### src/rtl/snn_io_pkg.sv
// Shared constants and types for the spiking-network result readout path.
package snn_io_pkg;

  localparam int unsigned WORD_W       = 32;
  localparam logic [7:0]  STATUS_MAGIC = 8'hA5;
  localparam logic [7:0]  NO_WINNER    = 8'hFF;

  typedef enum logic [1:0] {
    IDLE,
    CAPTURE,
    ARGMAX,
    READY
  } state_e;

  function automatic int unsigned raster_words(input int unsigned steps,
                                               input int unsigned n_neur);
    return (steps * n_neur + WORD_W - 1) / WORD_W;
  endfunction

endpackage

### src/rtl/snn_result_tx_sat_counter.sv
// Saturating up-counter with synchronous clear and increment enable.
module sat_counter #(
  parameter int W = 16
) (
  input  logic         clk,
  input  logic         rst,
  input  logic         clr,
  input  logic         inc,
  output logic [W-1:0] cnt
);

  logic [W-1:0] cnt_q, cnt_d;

  always_comb begin
    cnt_d = cnt_q;
    if (clr)
      cnt_d = '0;
    else if (inc && cnt_q != '1)
      cnt_d = cnt_q + 1'b1;
  end

  always_ff @(posedge clk) begin
    if (rst) cnt_q <= '0;
    else     cnt_q <= cnt_d;
  end

  assign cnt = cnt_q;

endmodule

### src/rtl/snn_result_tx.sv
// Captures an output spike raster plus per-neuron counts and a winner status,
// then serves them as 32-bit words on an iNEXT rising-edge handshake.
module snn_result_tx
  import snn_io_pkg::*;
#(
  parameter int N_NEUR = 2,
  parameter int STEPS  = 64,
  parameter int CNT_W  = 16
) (
  input  logic              iCLK,
  input  logic              iRESET,
  input  logic              iSTART,
  input  logic              iSTEP_VALID,
  input  logic [N_NEUR-1:0] iSPIKES,
  input  logic              iNEXT,
  output logic [31:0]       oWORD,
  output logic              oVALID,
  output logic              oLAST,
  output logic              oBUSY
);

  localparam int RW    = raster_words(STEPS, N_NEUR);
  localparam int TOTAL = RW + N_NEUR + 1;
  localparam int IDX_W = $clog2(TOTAL);
  localparam int BITS  = RW * WORD_W;
  localparam int BIT_W = $clog2(BITS);

  state_e              state_q, state_d;
  logic [BITS-1:0]     raster_q, raster_d;
  logic [15:0]         step_q, step_d;
  logic [7:0]          aidx_q, aidx_d;
  logic [CNT_W-1:0]    best_cnt_q, best_cnt_d;
  logic [7:0]          best_idx_q, best_idx_d;
  logic [IDX_W-1:0]    word_idx_q, word_idx_d;
  logic [WORD_W-1:0]   word_q, word_d;
  logic                valid_q, valid_d;
  logic                last_q, last_d;
  logic                busy_q, busy_d;
  logic                prev_next_q, prev_next_d;

  logic [CNT_W-1:0]    cnt [N_NEUR];
  logic                cnt_clr;
  logic [N_NEUR-1:0]   cnt_inc;
  logic [CNT_W-1:0]    cur_cnt;
  logic [WORD_W-1:0]   word_sel;
  logic [BIT_W-1:0]    wr_base;
  logic                next_rise;

  for (genvar k = 0; k < N_NEUR; k++) begin : g_cnt
    sat_counter #(.W(CNT_W)) u_cnt (
      .clk (iCLK),
      .rst (iRESET),
      .clr (cnt_clr),
      .inc (cnt_inc[k]),
      .cnt (cnt[k])
    );
  end

  assign wr_base   = BIT_W'(step_q) * BIT_W'(N_NEUR);
  assign next_rise = iNEXT & ~prev_next_q;

  always_comb begin
    cur_cnt = '0;
    for (int unsigned k = 0; k < N_NEUR; k++)
      if (aidx_q == 8'(k)) cur_cnt = cnt[k];
  end

  always_comb begin
    state_d     = state_q;
    raster_d    = raster_q;
    step_d      = step_q;
    aidx_d      = aidx_q;
    best_cnt_d  = best_cnt_q;
    best_idx_d  = best_idx_q;
    word_idx_d  = word_idx_q;
    valid_d     = valid_q;
    last_d      = last_q;
    busy_d      = busy_q;
    prev_next_d = iNEXT;
    cnt_clr     = 1'b0;
    cnt_inc     = '0;

    if (iSTART) begin
      state_d    = CAPTURE;
      raster_d   = '0;
      step_d     = '0;
      word_idx_d = '0;
      valid_d    = 1'b0;
      last_d     = 1'b0;
      busy_d     = 1'b1;
      cnt_clr    = 1'b1;
    end else begin
      case (state_q)
        CAPTURE: if (iSTEP_VALID) begin
          raster_d[wr_base +: N_NEUR] = iSPIKES;
          cnt_inc = iSPIKES;
          step_d  = step_q + 16'd1;
          if (step_q == 16'(STEPS - 1)) begin
            state_d    = ARGMAX;
            aidx_d     = '0;
            best_cnt_d = '0;
            best_idx_d = NO_WINNER;
          end
        end
        ARGMAX: begin
          // Strict '>' from a zero baseline: ties keep the lower index, all-zero keeps NO_WINNER.
          if (cur_cnt > best_cnt_q) begin
            best_cnt_d = cur_cnt;
            best_idx_d = aidx_q;
          end
          aidx_d = aidx_q + 8'd1;
          if (aidx_q == 8'(N_NEUR - 1)) begin
            state_d    = READY;
            busy_d     = 1'b0;
            valid_d    = 1'b1;
            last_d     = 1'b0;
            word_idx_d = '0;
          end
        end
        READY: if (next_rise) begin
          if (word_idx_q == IDX_W'(TOTAL - 1)) begin
            state_d    = IDLE;
            valid_d    = 1'b0;
            last_d     = 1'b0;
            word_idx_d = '0;
          end else begin
            word_idx_d = word_idx_q + 1'b1;
            last_d     = (word_idx_d == IDX_W'(TOTAL - 1));
          end
        end
        default: ;
      endcase
    end
  end

  // Output word is selected from the next index so it registers alongside oLAST.
  always_comb begin
    word_sel = '0;
    for (int unsigned w = 0; w < RW; w++)
      if (word_idx_d == IDX_W'(w)) word_sel = raster_q[w*WORD_W +: WORD_W];
    for (int unsigned k = 0; k < N_NEUR; k++)
      if (word_idx_d == IDX_W'(RW + k)) word_sel = WORD_W'(cnt[k]);
    if (word_idx_d == IDX_W'(TOTAL - 1))
      word_sel = {STATUS_MAGIC, best_idx_q, 16'(STEPS)};
    word_d = valid_d ? word_sel : '0;
  end

  always_ff @(posedge iCLK) begin
    if (iRESET) begin
      state_q     <= IDLE;
      raster_q    <= '0;
      step_q      <= '0;
      aidx_q      <= '0;
      best_cnt_q  <= '0;
      best_idx_q  <= '0;
      word_idx_q  <= '0;
      word_q      <= '0;
      valid_q     <= 1'b0;
      last_q      <= 1'b0;
      busy_q      <= 1'b0;
      prev_next_q <= 1'b0;
    end else begin
      state_q     <= state_d;
      raster_q    <= raster_d;
      step_q      <= step_d;
      aidx_q      <= aidx_d;
      best_cnt_q  <= best_cnt_d;
      best_idx_q  <= best_idx_d;
      word_idx_q  <= word_idx_d;
      word_q      <= word_d;
      valid_q     <= valid_d;
      last_q      <= last_d;
      busy_q      <= busy_d;
      prev_next_q <= prev_next_d;
    end
  end

  assign oWORD  = word_q;
  assign oVALID = valid_q;
  assign oLAST  = last_q;
  assign oBUSY  = busy_q;

endmodule

### config.mk
export PLATFORM = sky130hd
export DESIGN_NAME = snn_result_tx
export DESIGN_NICKNAME = d
export VERILOG_FILES = /design/src/rtl/snn_io_pkg.sv /design/src/rtl/snn_result_tx_sat_counter.sv /design/src/rtl/snn_result_tx.sv
export SDC_FILE = /design/constraint.sdc
export NUM_CORES = 1
export LEC_CHECK = 0
export CORE_MARGIN = 4
export CORE_UTILIZATION = 44
export CTS_BUF_LIST = sky130_fd_sc_hd__clkbuf_2 sky130_fd_sc_hd__clkbuf_4 sky130_fd_sc_hd__clkbuf_8
export DETAILED_ROUTE_END_ITERATION = 6
export PLACE_DENSITY = 0.65
export SYNTH_ARGS = -nofsm -noshare
export SYNTH_HDL_FRONTEND = slang
export SYNTH_SLANG_ARGS = --single-unit
### constraint.sdc
create_clock -name iCLK -period 10.2 [get_ports iCLK]
set_input_delay 1.53 -clock iCLK [delete_from_list [all_inputs] [get_ports iCLK]]
set_output_delay 1.53 -clock iCLK [all_outputs]
set_load 0.05 [all_outputs]
Yosys cells after proc, flatten, opt, wreduce, memory -nomap -nowiden. Index checks and enable logic that the tools add are counted.

Bits in registers: 249. Input port bits: 7. Output and inout bits: 35. Word-level logic and storage cells: 126.

$add $sub $neg: 6. Order comparisons: 1. Eq/ne operators: 26. Shifts and indexed selects: 2. Multiplexer cells: 48. Bitwise gates (word level): 4. Reductions and logical operators: 22.

Operators by type and width (count): 32-bit 2-to-1 mux (7); 128-bit bitwise mux (1); 2-bit by 9-bit variable shift with 128-bit output (first input constant) (1); 2-bit by 9-bit indexed part select with 128-bit output (1); 16-bit 2-to-1 mux (5); 16-bit by 1-bit adder with 16-bit output (second input constant) (3); 8-bit 2-to-1 mux (5); 16-bit inequality test (second input constant) (2); 16-bit one-hot mux with 2 select lines (1); 8-bit one-hot mux with 2 select lines (2); 16-bit by 6-bit equality test with 1-bit output (second input constant) (1); 16-bit greater-than comparator (1); 2-bit 2-to-1 mux (8); 3-bit equality test (second input constant) (5); 3-bit inequality test (second input constant) (5); 3-bit 2-to-1 mux (4); 2-bit inequality test (second input constant) (6); 6-bit AND reduction (2); 1-bit 2-to-1 mux (11); 7-bit negator with 9-bit output (1); 8-bit by 1-bit adder with 8-bit output (second input constant) (1); 8-bit by 1-bit equality test with 1-bit output (second input constant) (1); 8-bit logical NOT (1); 2-bit nonzero test (4); 21 further kinds (30).

Depth between registers and ports, before layout. Gate-level depths: netlist of run 1.

Depth after elaboration: 13. Gate-level depth with buffers: 15. Depth with buffers taken out: 12.

By module. From an unflattened synthesis of run 1, not the netlist that was laid out.

Cell total of the unflattened synthesis: 1519. Area total of the unflattened synthesis: 12469.5 um2.

By module, submodules not included: snn_result_tx (instances 1, cells each 1315, area each 10635.2 um2, seq. area each 4344.2 um2); sat_counter (instances 2, cells each 102, area each 917.1 um2, seq. area each 320.3 um2).

Worst setup path after synthesis of run 1. Ideal clock, no wire load.

Kind: reg-to-reg. Start: register aidx_q[2]. End: register best_cnt_q[10]. Library setup time: 0.059 ns. Arrival time: 3.424 ns. Data required time: 10.141 ns. Setup slack: 6.717 ns. Stages on the path, launching flop included: 15. Path buffers: 3. Clock period less this slack: 3.483 ns. Cell sequence: dfxtp_1 nor4_4 and4b_1 clkbuf_1 clkbuf_1 a22o_1 ha_1 nor2b_1 o21a_1 o21a_1 o21ai_0 nand4b_1 a31oi_1 clkbuf_1 a22o_1.

Cells in the longest elaborated chain, start to end: 6. Elaborated cells on any way between the ends: 9. Those cells by class: order compare (1); eq/ne (2); mux (4); reduce/logical (2).

RTL lines: from (decl) (RTL line snn_result_tx.sv:31) `logic [7:0] aidx_q, aidx_d;`; from (signal assigned) (RTL line snn_result_tx.sv:166) `aidx_q <= aidx_d;`; 8-bit logical NOT (RTL line snn_result_tx.sv:65) `if (aidx_q == 8'(k)) cur_cnt = cnt[k];`; 16-bit 2-to-1 mux (RTL line snn_result_tx.sv:65); 16-bit 2-to-1 mux (*) (RTL line snn_result_tx.sv:65); 16-bit greater-than comparator (RTL line snn_result_tx.sv:107) `if (cur_cnt > best_cnt_q) begin`; 2-bit inequality test (no line); 5-bit AND reduction (no line); to (signal assigned) (RTL line snn_result_tx.sv:167) `best_cnt_q <= best_cnt_d;`; to (decl) (RTL line snn_result_tx.sv:32) `logic [CNT_W-1:0] best_cnt_q, best_cnt_d;`.

Every way passes the cells marked *; elsewhere a longest branch is shown, timed or not. The select of a mux whose other input is x is not followed. A chain may end at the register's enable or synchronous reset.

Worst setup path in the final report of run 1.
Start: input port iNEXT. End: register word_q[25], in the netlist oWORD[25].

Cells in the longest elaborated chain, start to end: 9. Elaborated cells on any way between the ends: 20. Those cells by class: eq/ne (6); mux (10); bitwise (2); reduce/logical (2).

RTL lines: from (decl) (RTL line snn_result_tx.sv:15) `input logic iNEXT,`; 1-bit bitwise AND (*) (RTL line snn_result_tx.sv:60) `assign next_rise = iNEXT & ~prev_next_q;`; 3-bit 2-to-1 mux (RTL line snn_result_tx.sv:120) `READY: if (next_rise) begin`; 3-bit one-hot mux with 2 select lines (RTL line snn_result_tx.sv:93) `case (state_q)`; 3-bit 2-to-1 mux (RTL line snn_result_tx.sv:83) `if (iSTART) begin`; 3-bit logical NOT (RTL line snn_result_tx.sv:140) `if (word_idx_d == IDX_W'(w)) word_sel = raster_q[w*WORD_W +: WORD_W];`; 32-bit 2-to-1 mux (4 in a row) (RTL line snn_result_tx.sv:140); to (signal assigned) (RTL line snn_result_tx.sv:170) `word_q <= word_d;`; to (decl) (RTL line snn_result_tx.sv:35) `logic [WORD_W-1:0] word_q, word_d;`.

Every way passes the cells marked *; elsewhere a longest branch is shown, timed or not.

==> out/metrics.cfg, run 1 <==
[worst_setup_path]
end_kind=flop
arrival_ns=4.82
crit_start=iNEXT
crit_type=in2reg
worstRegToRegCells=7
ff2ff_setup_slack_ns=6.35
required_ns=10.67
timing.rr.end=oWORD[25]
path_max_fanout=40
startpoint_type=input port
regToRegStartpoint=aidx_q[2]

[global_routing]
grt_antenna_before_repair=0
track_usage=0.225
grt_first_pass_wirelength_um=56200
grt_max_degree=98
grt_pass1_vias=10200
grt-ovfl-total=0

[run_status]
status=finished clean

[hold_path]
holdCritStartpoint=raster_q[56]
min_path_cells=2
hold_end=raster_q[56]
worstHoldPathType=reg2reg

[yosys]
synth_top_area_cell=dfxtp_1
synthCells=1471
synth_edf_count=0
yosysSeqAreaShare=0.413
synth_cell_types=76
syn_area_per_cell_um2=8.21
yosys-top-cells-area=dfxtp_1 41%, a21oi_1 6.2%, nand2_1 5.8%, nor2_1 5.5%, mux2i_1 4.2%
syn_nets=1507
yosys_register_bits=249
synth_top_area_share=0.413
ys_warn_count=0
synth_top_flop_cell=dfxtp_1
synth.cell_area_um2=12100
async_reset_ff_frac=0

[clock_network]
clk_path_buf_depth=3
cts_tree=yes
insertion_delay_ns=0.57
clock_sinks=249
hold_buffers=0
cts_resized=0
clockRootBuffer=clkbuf_8
postCtsSetupRepairBufs=0
htree_levels=2
cts.clk_slew.worst_paths_ns=0.06
cts_buffers=45

[routing]
vias=10900
firstDrtPassIters=5
drc=0
drtIter0Drc=1028
wl_per_cell_um=18.8
viasPerCell=5.89
drtAntennaViolNets=0
finalWirelength_um=34900

[sta]
slew_viol_final=0
worst-slew-pin-transition_ns=1.18
fin_skew_ns=0.0277
period_share=0.426
rsz0062_at_grt=no
layout_min_cycle_time_ns=4.34
hold_ws_ns=0.456
final_hold_viol_count=0
finalSetupTns_ns=0
setup_violations=0
max_freq_mhz=230
relSlewSlack=0.210

[place]
dpl.hpwl_um=23700
port_buffers=41
routabilityCongestion=0.899

[power]
leakagePower_nw=4.40
total_power_w=0.00206
peakVddDrop_mv=0.0809
pwr_density_cell_nw_per_um2=152

[finish]
layout_commonest_cell=dfxtp_1
nFillCells=2564
nNetsFinal=1519
area_growth_pct=12.7
drive_gt1_frac=0.0919
fin_util=0.505
diodes=0
final_cell_mix=249 x dfxtp_1, 188 x nand2_1, 178 x nor2_1, 150 x a21oi_1, 90 x o21ai_0

[die]
dieArea_um2=30100
die_x_um=174
die_y_um=174
num_rows=60
io_pins=42
core_area_um2=27000
initial_core_util=0.448

[job]
cap_violations=0

[worst max-delay path by stage]
stage / end / slack [ns] / depth (start not counted)
after floorplan: best_cnt_q[10] / 6.72 / 14
after CTS: oWORD[25] / 5.88 / 8
after detailed placement: oWORD[5] / 5.34 / 8
after global placement: oWORD[19] / 5.39 / 6
final: oWORD[25] / 5.86 / 8
after global routing: oWORD[1] / 5.61 / 8
[flip-flops by register name, summed over array words and instances (netlist names), 2 cells and up]
name / flops
step_q: 16
aidx_q: 8
best_cnt_q: 16
word_idx_q: 3
best_idx_q: 8
state_q: 2
raster_q: 128
g_cnt.u_cnt.cnt: 32
oWORD: 32
[synthesized netlist by cell type, drive strengths merged, types with 2 or more instances]
master,n
or3,18
inv,36
nor3b,3
clkbuf,55
ha,29
nand2,189
o211ai,2
a222oi,2
nand2b,7
buf,36
a211o,2
o21ai,91
nor3,44
nand4,27
nor4,10
nand3b,3
o211a,2
and3,11
o21a,6
clkinv,2
xor2,23
and2,8
a221o,5
nor2b,3
o22ai,11
a211oi,7
a31oi,2
dfxtp,249
o221a,9
a22o,46
a21o,8
a221oi,9
a311o,8
a31o,2
nor2,186
xnor2,21
mux2i,51
and4,7
nand3,45
a21oi,150
o221ai,2
or2,8
a22oi,23
[area by class of cell]
cell class	count	area (µm²)	area share
Clock buffer	73	936	0.0688
Clock inverter	4	47.5	0.00350
Inverter	38	143	0.0105
Multi-Input combinational cell	1093	6540	0.481
Sequential cell	249	4980	0.366
Tap cell	341	427	0.0314
Timing Repair Buffer	56	523	0.0385
[cell families (layout without fill, tap and decap cells)]
kind of cell	Yosys count	count (layout)	synth area share
DFF	249	249	0.413
AOI/OAI and AO/OA	397	397	0.213
adders and majority gates	29	29	0.0301
and+or+nand+nor	572	572	0.223
buffers and inverters	129	171	0.0463
muxes	51	51	0.0423
xor gates and xnor gates	44	44	0.0319
[layer usage]
metal  GRT usage  routed length [µm]  up-vias
li1            -                   -     5266
met1       0.319               16000     5152
met2       0.351               15300      425
met3      0.0375                2550       86
met4      0.0746                1070        0
met5           0                   0        -
[worst max-delay path: stages]
cell and delay [ns]:
clkdlybuf4s50_1 0.51, nor2b_1 0.28, a2bb2oi_1 0.31, o221a_4 0.62, a21o_1 0.95, and2_1 0.34
a221oi_1 0.12, nor2_1 0.14
[through the flow]
stage                     cells  worst slack [ns]  instance area [µm²]
after floorplan            1471              6.72                12100
after global placement     1776              5.39                12600
after detailed placement   1776              5.34                12600
after CTS                  1853              5.88                13600
after global routing       1854              5.61                13600
final                      1854              5.86                13600
[where the power goes]
| group | internal (W) | leakage, nW | switching (W) | total (W) |
|---|---|---|---|---|
| sequential | 0.000977 | 2.01 | 0.00000441 | 0.000982 |
| clock | 0.000601 | 0.518 | 0.000413 | 0.00101 |
| combinational | 0.0000171 | 1.87 | 0.0000504 | 0.0000675 |
| total | 0.00160 | 4.40 | 0.000468 | 0.00206 |
(Power assumes the default switching activity.)
==> inputs of run 2 (changes only) <==
Settings changed: PLACE_DENSITY 0.65 to 0.67.
Clock period 10.2 ns to 3.8 ns, I/O delays scaled along.
==> out/metrics.cfg, run 2 (synthesis results as in run 1) <==
[run_status]
status=finished clean

[place]
routabilityCongestion=0.873  ; -2.8%
port_buffers=41  ; unchanged
dpl.hpwl_um=24200  ; +1.9%

[hold_path]
holdCritStartpoint=raster_q[57]
worstHoldPathType=reg2reg

[routing]
drtIter0Drc=935  ; -9.0%
firstDrtPassIters=7  ; +2
wl_per_cell_um=18.4  ; -2.3%
vias=11000  ; +0.33%
finalWirelength_um=34600  ; -0.66%
viasPerCell=5.81  ; -1.4%
drtAntennaViolNets=0  ; unchanged
drc=0  ; unchanged

[clock_network]
cts_tree=yes
hold_buffers=0  ; unchanged
clk_path_buf_depth=3  ; unchanged
clockRootBuffer=clkbuf_8
cts_resized=0  ; unchanged
htree_levels=2  ; unchanged
postCtsSetupRepairBufs=0  ; unchanged
clock_sinks=249  ; unchanged
insertion_delay_ns=0.57  ; about the same
cts_buffers=42  ; -6.7%
cts.clk_slew.worst_paths_ns=0.06  ; about the same

[worst_setup_path]
end_kind=flop
crit_start=aidx_q[2]
required_ns=4.25  ; -6.42 ns
startpoint_type=flop
path_max_fanout=12  ; -70%
arrival_ns=3.90  ; -0.92 ns
regToRegStartpoint=aidx_q[2]
crit_type=reg2reg

[global_routing]
grt_first_pass_wirelength_um=55800  ; -0.58%
grt-ovfl-total=0  ; unchanged
grt_max_degree=181  ; +85%
grt_antenna_before_repair=0  ; unchanged
track_usage=0.223  ; -0.00205
grt_pass1_vias=10400  ; +1.5%

[die]
io_pins=42  ; unchanged
initial_core_util=0.448  ; unchanged
dieArea_um2=30100  ; unchanged
die_y_um=174  ; unchanged
die_x_um=174  ; unchanged
core_area_um2=27000  ; unchanged
num_rows=60  ; unchanged

[finish]
diodes=0  ; unchanged
area_growth_pct=14.0
nNetsFinal=1552  ; +2.2%
largest_register_ffs=128  ; unchanged
layout_commonest_cell=dfxtp_1
drive_gt1_frac=0.111  ; +0.0188
final_cell_mix=249 x dfxtp_1, 188 x nand2_1, 178 x nor2_1, 150 x a21oi_1, 90 x o21ai_0
top_register=raster_q

[sta]
max_freq_mhz=290
setup_violations=0  ; unchanged
hold_ws_ns=0.457  ; +0.000753 ns
final_hold_viol_count=0  ; unchanged
relSlewSlack=0.429  ; +0.218
layout_min_cycle_time_ns=3.45
slew_viol_final=0  ; unchanged
fin_skew_ns=0.0282  ; +0.000524 ns
finalSetupTns_ns=0  ; unchanged
rsz0062_at_grt=no
worst-slew-pin-transition_ns=0.851  ; -0.325 ns
period_share=0.908

[power]
comb_power_share=0.036  ; +0.003
p_int_w=0.00402  ; +150%
switching_share=0.236  ; +0.00964
pwr-share-seq=0.500  ; +0.024
leakagePower_nw=4.53  ; +3.0%
pwr-share-clk=0.464  ; -0.027
pwr_density_cell_nw_per_um2=383  ; +150%
total_power_w=0.00527  ; +160%
p_sw_w=0.00125  ; +170%
peakVddDrop_mv=0.231  ; +190%

[job]
cap_violations=0  ; unchanged

[run 2: metal layers]
metal / GRT usage / routed length [µm] / up-vias
met3: 0.0353 / 2250 / 70
met4: 0.0673 / 943 / 0
met1: 0.311 / 15600 / 5188
met2: 0.359 / 15800 / 371
li1: - / - / 5336
met5: 0 / 0 / -
[run 2: power by group through the flow]
stage | clock network, W | logic [W] | registers, W
finish | 0.00244 | 0.000187 | 0.00264
global route | 0.00261 | 0.000204 | 0.00264
CTS | 0.00250 | 0.000186 | 0.00264
detailed placement | 0 | 0.000186 | 0.00269
global placement | 0 | 0.000184 | 0.00269
floorplan | 0 | 0.000122 | 0.00269
[run 2: worst paths after layout]
path	end	slack [ns]	cells after the start
setup reg to reg	best_idx_q[0]	0.35	12
hold / removal	raster_q[57]	0.46	2
hold reg to reg	raster_q[57]	0.46	2
setup / recovery	best_idx_q[0]	0.35	12
[run 2: worst max-delay path, stage by stage, from the launching register on]
cell      delay, ns
dfxtp_1        0.38
nor4_4         0.45
and4b_1        0.56
buf_4          0.22
a22o_1         0.16
ha_1           0.25
a21o_1         0.16
a21o_1         0.17
a21oi_1        0.15
or2_2          0.14
nand4b_1       0.12
and3_1         0.29
o221a_2        0.29
[run 2: area by class of cell]
type	count	area [µm²]
clock buffers	63	798
flip-flops and latches	249	4980
well taps	341	427
multi-input cells	1093	6540
inverters	38	143
fillers	2586	13200
clock inverters	10	60.1
repair buffers	92	806
[run 2: through the flow]
step                      utilization  setup WS, ns  instances  area [µm²]
final                           0.511         0.349       1886       13800
after global routing            0.511         0.149       1886       13800
after CTS                       0.511         0.358       1886       13800
after detailed placement        0.479         0.385       1813       12900
after global placement          0.479         0.464       1813       12900
after floorplan                     -         0.317       1471       12100
==> inputs of run 3 (changes only) <==
Settings changed: MAX_ROUTING_LAYER from default to met4.
==> out/metrics.cfg, run 3 (synthesis results as in run 1) <==
[clock_network]
cts_resized=0  ; unchanged
hold_buffers=0  ; unchanged
cts_tree=yes
cts_buffers=42  ; unchanged
clk_path_buf_depth=3  ; unchanged
postCtsSetupRepairBufs=0  ; unchanged
clockRootBuffer=clkbuf_8
cts.clk_slew.worst_paths_ns=0.06  ; about the same
clock_sinks=249  ; unchanged
insertion_delay_ns=0.56  ; about the same
htree_levels=2  ; unchanged

[sta]
final_hold_viol_count=0  ; unchanged
finalSetupTns_ns=0  ; unchanged
worst-slew-pin-transition_ns=0.978  ; +0.127 ns
period_share=0.907  ; -0.00156
fin_skew_ns=0.0199  ; -0.00829 ns
relSlewSlack=0.348  ; -0.0803
layout_min_cycle_time_ns=3.45  ; -0.00592 ns
hold_ws_ns=0.457  ; -0.000319 ns
slew_viol_final=0  ; unchanged
max_freq_mhz=290  ; +0.17%
rsz0062_at_grt=no
setup_violations=0  ; unchanged

[finish]
layout_commonest_cell=dfxtp_1
diodes=0  ; unchanged
final_area_um2=13800  ; unchanged
top_register=raster_q
nNetsFinal=1552  ; unchanged
final_cell_mix=249 x dfxtp_1, 188 x nand2_1, 178 x nor2_1, 150 x a21oi_1, 90 x o21ai_0
largest_register_ffs=128  ; unchanged
drive_gt1_frac=0.111  ; unchanged
area_growth_pct=14.0  ; unchanged

[die]
initial_core_util=0.448  ; unchanged
die_x_um=174  ; unchanged
core_area_um2=27000  ; unchanged
dieArea_um2=30100  ; unchanged
num_rows=60  ; unchanged
io_pins=42  ; unchanged
die_y_um=174  ; unchanged

[routing]
finalWirelength_um=34800  ; +0.42%
drtIter0Drc=937  ; +0.21%
drtAntennaViolNets=0  ; unchanged
wl_per_cell_um=18.4  ; +0.42%
vias=11000  ; +0.027%
drc=0  ; unchanged
firstDrtPassIters=6  ; -1
viasPerCell=5.82  ; about the same

[worst_setup_path]
path_delay_family=simple AND/OR/NAND/NOR gates
crit_type=reg2reg
arrival_ns=3.89  ; about the same
required_ns=4.25  ; about the same
worst_path_max_delay_cell=and3_1
path_cells=nor4_4 > and3_1 > buf_4 > a22o_1 > ha_1 > a21o_1 > a21o_1 > a21oi_1 > or2_2 > nand4b_1 > and3_1 > o221a_2
ff2ff_setup_slack_ns=0.35  ; about the same
end_kind=flop
path_max_fanout=13  ; +1
worst_path_largest_cell_delay_ns=0.54  ; -0.02 ns
crit_buf_inv=1  ; unchanged
startpoint_type=flop

[place]
port_buffers=41  ; unchanged
routabilityCongestion=0.888  ; +1.6%
placed_area_um2=12900  ; unchanged
dpl.hpwl_um=24200  ; unchanged

[power]
peakVddDrop_mv=0.231  ; about the same
pwr-share-clk=0.463  ; about the same
switching_share=0.236  ; -0.000565
pwr-share-seq=0.501  ; about the same
p_int_w=0.00402  ; about the same
p_sw_w=0.00124  ; -0.31%
leakagePower_nw=4.53  ; unchanged
comb_power_share=0.036  ; about the same
pwr_density_cell_nw_per_um2=383  ; about the same

[job]
cap_violations=0  ; unchanged

[global_routing]
grt_max_degree=181  ; unchanged
grt-ovfl-total=0  ; unchanged
track_usage=0.230  ; +0.00670
grt_antenna_before_repair=0  ; unchanged
grt_pass1_vias=10400  ; -0.077%
grt_first_pass_wirelength_um=55900  ; +0.10%

[run_status]
status=finished clean

[hold_path]
worstHoldPathType=reg2reg

run 3: cell counts in the layout (fill, tap and decap cells not counted):
No cell type changed its count.
run 3: area by class of cell:
cell class | instances | area (µm²)
Timing Repair Buffer | 92 | 806
Inverter | 38 | 143
Clock inverter | 10 | 60.1
Clock buffer | 63 | 798
Fill cell | 2586 | 13200
Multi-Input combinational cell | 1093 | 6540
Tap cell | 341 | 427
Sequential cell | 249 | 4980
run 3: through the flow:
step	cells	util	total power, W	worst slack (ns)
finish	1886	0.511	0.00527	0.355
global route	1886	0.511	0.00545	0.152
CTS	1886	0.511	0.00532	0.358
detailed placement	1813	0.479	0.00288	0.385
global placement	1813	0.479	0.00288	0.464
floorplan	1471	-	0.00281	0.317
run 3: worst paths after layout:
| path | from | end | cells after the start |
|---|---|---|---|
| setup / recovery | aidx_q[2] | best_idx_q[0] | 12 |
| setup reg to reg | aidx_q[2] | best_idx_q[0] | 12 |
| hold reg to reg | raster_q[57] | raster_q[57] | 2 |
| hold / removal | raster_q[57] | raster_q[57] | 2 |
run 3: power groups by stage:
stage                     Sequential, W  Clock [W]  Combinational (W)
after floorplan                 0.00269          0           0.000122
after global placement          0.00269          0           0.000184
after detailed placement        0.00269          0           0.000186
after CTS                       0.00264    0.00250           0.000186
after global routing            0.00264    0.00261           0.000204
final                           0.00264    0.00244           0.000188
run 3: worst register-to-register path, cell delays in order (launching register included):
cell and delay [ns]:
dfxtp_1 0.38, nor4_4 0.45, and3_1 0.54, buf_4 0.23, a22o_1 0.17, ha_1 0.25
a21o_1 0.16, a21o_1 0.17, a21oi_1 0.15, or2_2 0.14, nand4b_1 0.12, and3_1 0.29
o221a_2 0.29
run 3: layer usage:
metal	routed length [µm]	GRT usage	up-vias
li1	-	-	5328
met1	15600	0.313	5211
met2	16000	0.361	364
met3	2440	0.0334	65
met4	833	0.0630	0
met5	0	-	-
